[config.mk]
export PLATFORM = sky130hd
export DESIGN_NAME = data_ram_ctrl
export DESIGN_NICKNAME = d
export VERILOG_FILES = /design/src/rtl/data_ram_ctrl.sv
export SDC_FILE = /design/constraint.sdc
export NUM_CORES = 2
export LEC_CHECK = 0
export CAP_MARGIN = 20
export CORE_UTILIZATION = 35
export CTS_CLUSTER_SIZE = 25
export DETAILED_ROUTE_END_ITERATION = 8
export GPL_TIMING_DRIVEN = 0
export PLACE_DENSITY = 0.56
export SYNTH_ARGS = -nofsm -noshare
export SYNTH_HDL_FRONTEND = slang
export SYNTH_SLANG_ARGS = --single-unit
[constraint.sdc]
create_clock -name clk -period 6.5 [get_ports clk]
set_clock_uncertainty 0.15 [all_clocks]
set_input_delay 0.65 -clock clk [delete_from_list [all_inputs] [get_ports clk]]
set_output_delay 0.65 -clock clk [all_outputs]
set_load 0.02 [all_outputs]
[src/rtl/data_ram_ctrl.sv]
// Data-memory responder: services load/store requests against an internal
// 8-bit RAM with fixed READ_LAT/WRITE_LAT wait states.
// Optional macro DATA_RAM_BOUNDS_CHECK_EN rejects addresses >= DEPTH instead of wrapping.
module data_ram_ctrl #(
  parameter int ADDR_W    = 8,
  parameter int DEPTH     = 256,
  parameter int READ_LAT  = 2,
  parameter int WRITE_LAT = 1
) (
  input  logic              clk,
  input  logic              rst_n,
  input  logic              mem_req,
  input  logic              MemRead,
  input  logic              MemWrite,
  input  logic [ADDR_W-1:0] addr,
  input  logic [7:0]        wr_data,
  output logic [7:0]        ram_data_out,
  output logic              mem_ready,
  output logic              busy,
  output logic              mem_err,
  output logic [1:0]        state_dbg
);

  // Handshake: mem_req is sampled only while idle. An accepted request raises
  // busy from the next cycle for exactly its latency, then mem_ready pulses for
  // one cycle (the recovery cycle); a rejected request pulses mem_err instead.
  localparam int MAX_LAT = (READ_LAT > WRITE_LAT) ? READ_LAT : WRITE_LAT;
  localparam int CNT_W   = (MAX_LAT > 1) ? $clog2(MAX_LAT) : 1;
  localparam int IDX_W   = (DEPTH > 1) ? $clog2(DEPTH) : 1;

  typedef enum logic [1:0] {
    IDLE    = 2'd0,
    RD_WAIT = 2'd1,
    WR_WAIT = 2'd2,
    DONE    = 2'd3
  } state_t;

  state_t            state;
  logic [CNT_W-1:0]  cnt;
  logic [IDX_W-1:0]  idx_q;
  logic [7:0]        wr_q;
  logic [7:0]        mem [DEPTH];

  logic [31:0]       addr_ext;
  logic [IDX_W-1:0]  idx;
  logic              range_ok;
  logic              rd_ok;
  logic              wr_ok;
  logic              commit;

  assign addr_ext = 32'(addr);
  assign idx      = IDX_W'(addr_ext % 32'(DEPTH));

`ifdef DATA_RAM_BOUNDS_CHECK_EN
  assign range_ok = (addr_ext < 32'(DEPTH));
`else
  assign range_ok = 1'b1;
`endif

  assign rd_ok  = MemRead  & ~MemWrite & range_ok;
  assign wr_ok  = MemWrite & ~MemRead  & range_ok;
  // Gated by rst_n so a store caught by reset on its final cycle never lands.
  assign commit = rst_n && (state == WR_WAIT) && (cnt == '0);

  assign state_dbg = state;

  always_ff @(posedge clk) begin
    if (commit) begin
      mem[idx_q] <= wr_q;
    end
  end

  always_ff @(posedge clk) begin
    if (!rst_n) begin
      state        <= IDLE;
      cnt          <= '0;
      ram_data_out <= 8'h00;
      mem_ready    <= 1'b0;
      busy         <= 1'b0;
      mem_err      <= 1'b0;
    end else begin
      mem_ready <= 1'b0;
      mem_err   <= 1'b0;
      case (state)
        IDLE: begin
          if (mem_req) begin
            if (rd_ok) begin
              idx_q <= idx;
              cnt   <= CNT_W'(READ_LAT - 1);
              busy  <= 1'b1;
              state <= RD_WAIT;
            end else if (wr_ok) begin
              idx_q <= idx;
              wr_q  <= wr_data;
              cnt   <= CNT_W'(WRITE_LAT - 1);
              busy  <= 1'b1;
              state <= WR_WAIT;
            end else begin
              mem_err <= 1'b1;
            end
          end
        end
        RD_WAIT: begin
          if (cnt == '0) begin
            ram_data_out <= mem[idx_q];
            mem_ready    <= 1'b1;
            busy         <= 1'b0;
            state        <= DONE;
          end else begin
            cnt <= cnt - 1'b1;
          end
        end
        WR_WAIT: begin
          if (cnt == '0) begin
            mem_ready <= 1'b1;
            busy      <= 1'b0;
            state     <= DONE;
          end else begin
            cnt <= cnt - 1'b1;
          end
        end
        default: begin
          state <= IDLE;
        end
      endcase
    end
  end

endmodule

==> flow_summary_export.csv <==
group,metric,value,unit
synthesis,ys.flop_type,"edfxtp_1",
sta,slew_headroom,14.46,%
cts,htree_levels,4,
place,place_inst,7064,
pwr,p_seq_share,50.5,%
worst_hold_path,hp-class,"in -> reg",
place,hpwl,206.7,mm
worst_hold_path,hold_path_startpoint,"addr[3]",
place,routabilityCongestion,1.022,
route,wl_per_cell,40.01,um
synthesis,yosysTopAreaCellShare,76.63,%
run_status,failed_checks,"negative setup slack",
cts,cts_buffers,207,
synthesis,ys_seq_area_share,76.98,%
pwr,pwr-share-comb,8.3,%
worst_setup_path,path_cells,"buf_2, buf_2, clkbuf_1, buf_8, clkbuf_1, nand4_1, clkbuf_2, nor2_1",
cts,cts.sinks,2078,
synthesis,synth.largest_area_cell,"edfxtp_1",
route,drtIter0Drc,7532,
floorplan,fp.dieH,482.7,um
worst_setup_path,r2r-start,"idx_q[2]",
grt,grt_max_degree,37,
sta,rsz0062_at_grt,"true",
finish,final_util,41.31,%
place,port_buffers,33,
worst_setup_path,worstPathMaxFanout,10,
route,drc_errors,0,
synthesis,avgSynthCellArea,20.89,um^2
sta,period_minus_slack,6740,ps
pwr,p_per_area,307.6,mW/mm^2
synthesis,synth_area,0.08088,mm^2
worst_setup_path,cpPeakStageDelay,1140,ps
cts,clkSlewWorstSetupHoldPaths,60,ps
worst_setup_path,cp_data_arrival_time,7070,ps
grt,track_usage,25.49,%
finish,fin_nets,4285,
worst_setup_path,r2r_end,"mem[140][4]",
sta,finalHoldWorstSlack,154.5,ps
route,num_vias,44692,
synthesis,syn_inst,3871,
pwr,ir_drop,250.0,uV
cts,clk_latency,890,ps
worst_setup_path,worst_setup_path_end_kind,"register",
synthesis,synth_area_leaders,"edfxtp_1 77%, mux4_2 14%, mux2i_1 2.0%",
floorplan,core,0.2299,mm^2
route,vias_per_cell,5.990,
sta,drv_slew,0,
grt,grt_pass1_wl,392.1,mm
synthesis,synth_edf_count,2064,
route,wl,298.5,mm
worst_setup_path,r2r_slack,-240,ps
sta,tightestPinTransition,1283,ps
pwr,power.share.switching,24.34,%
pwr,clkPwrFrac,41.2,%
grt,grt_pass1_vias,42610,
worst_setup_path,cp-start-kind,"register",
finish,area_growth,17.42,%
sta,post-route-period-util,103.7,%
route,firstDrtPassIters,8,
sta,setup_violations,80,
floorplan,rows,176,
synthesis,ys_types,62,
worst_setup_path,worst-path-stages,8,
cts,cts_tree,"done",
pwr,p_leak,29.62,nW
synthesis,synthArstFlopShare,0,%
finish,drive_gt1_share,24.94,%
finish,stdcell_count,7461,
route,ant_nets,0,
sta,hold_viol,0,
floorplan,dieWidth,482.7,um
worst_setup_path,slowest_stage,"nand4_1",
worst_setup_path,critPathCapture,"mem[140][4]",
synthesis,ys_warn_count,0,
grt,overflow,0,
sta,setup_slack,-240.1,ps
pwr,power,29.21,mW
synthesis,synth_seq_cells,2078,
grt,grt_antenna_before_repair,10,
sta,fmax,148.4,MHz
cts,clk_path_buf_depth,3,
worst_setup_path,path_class,"reg -> reg",
floorplan,io_pins,34,
sta,setup_tns,-8758,ps
worst_setup_path,critPathBufInv,6,
worst_setup_path,path_delay_family,"buffers and inverters",
pwr,switchingPower,7.111,mW
floorplan,start_util,35.18,%
worst_setup_path,worstPathRequired,6830,ps
floorplan,die_area,0.2330,mm^2
worst_setup_path,critPathLaunch,"idx_q[2]",
run,max-cap-violations,0,
worst_setup_path,r2r_cells,8,
run_status,status,"complete, but fails checks",
cts,cts_root_buf,"clkbuf_16",
pwr,power.internal,22.10,mW
synthesis,synthesis.nets,3898,
-- metal layers --
layer  up-vias  wire length, um  track usage, %
li1      16893                -               -
met4         0            18140           13.38
met3       588            33350           6.936
met1     24099           114400           33.99
met5         -                0               0
met2      3112           132600           38.15
-- power groups by stage --
stage | Clock (mW) | Sequential, mW | Combinational, mW
global route | 12.5 | 14.7 | 2.41
detailed placement | 0 | 15.0 | 2.34
floorplan | 0 | 15.1 | 1.01
global placement | 0 | 15.2 | 2.12
finish | 12.0 | 14.7 | 2.43
CTS | 12.1 | 14.7 | 2.35
-- placed cells by master (no fill, tap or decap), types with 7 or more instances in the layout --
cell	n
nor3_2	12
a31oi_1	13
nand4_1	15
a211oi_1	9
mux2i_1	161
dfxtp_1	14
bufinv_16	19
edfxtp_1	2064
clkinv_2	28
buf_4	65
a311oi_1	7
buf_6	26
o211ai_1	11
o2111ai_1	13
inv_1	10
clkdlybuf4s50_1	33
a21oi_1	22
nand2_1	151
nand3_1	80
buf_2	75
buf_8	28
clkinv_16	9
clkbuf_1	120
nor2b_1	21
o22ai_1	31
nor4_1	7
clkbuf_16	208
nor2_1	268
nand2b_1	10
clkinv_1	56
buf_1	15
o21ai_0	43
nor2_2	10
buf_16	87
clkbuf_2	23
a32oi_1	29
a22oi_1	47
mux4_2	488
o221ai_1	9
-- flip-flops by register name (all words and copies together) (netlist names) --
signal and flops:
ram_data_out 8, wr_q 8, mem_ready 1, mem_err 1
idx_q 8, mem 2048, cnt 1, busy 1
state_dbg 2
-- synthesized netlist by cell type (all sizes together) (29+ instances only) --
library cell	count
edfxtp	2064
a22oi	47
o21ai	43
nand3	80
a32oi	29
clkbuf	93
o22ai	31
nor2	278
mux2i	161
mux4	488
nand2	151
buf	151
-- timing repair --
| item | CTS | global route |
|---|---|---|
| resized for setup | 0 | 1 |
| hold buffers | 0 | 0 |
| setup buffers | 0 | 7 |
| endpoints found under the setup margin | 16 | 39 |
| pin swaps | 2 | 1 |
-- kinds of logic after synthesis --
family	after synthesis	share of synthesized area (%)
flip-flops	2078	76.98
buffers and inverters	256	1.631
multiplexers	654	15.65
AND/OR/NAND/NOR	606	3.250
adder cells (fa/ha/maj)	6	0.09282
AO/OA/AOI/OAI	271	2.396
-- worst min-delay path by stage --
stage / to / slack (ps) / cells past startpoint
6_report: idx_q[3] / 150 / 1
5_1_grt: idx_q[3] / 160 / 1
4_1_cts: idx_q[3] / 120 / 1
2_1_floorplan: mem_ready / 340 / 1
3_3_place_gp: state_dbg[0] / 470 / 2
3_5_place_dp: mem_ready / 470 / 1
-- cell type report --
class | count | area, um^2
Antenna cell | 4 | 10.01
Tap cell | 3026 | 3786
Clock inverter | 124 | 1338
Timing Repair Buffer | 178 | 3423
Clock buffer | 258 | 5393
Fill cell | 20075 | 134900
Sequential cell | 2078 | 62260
Buffer | 244 | 1313
Inverter | 12 | 45.04
Multi-Input combinational cell | 1537 | 17400
-- per-stage QoR --
| step | cell area [um^2] | worst slack [ps] |
|---|---|---|
| after floorplan | 80880 | 2304 |
| after global placement | 85000 | -1991 |
| after detailed placement | 88140 | 3.533 |
| after CTS | 94870 | 7.971 |
| after global routing | 94960 | -0.3095 |
| final | 94960 | -240.1 |
(Power assumes the default switching activity.)
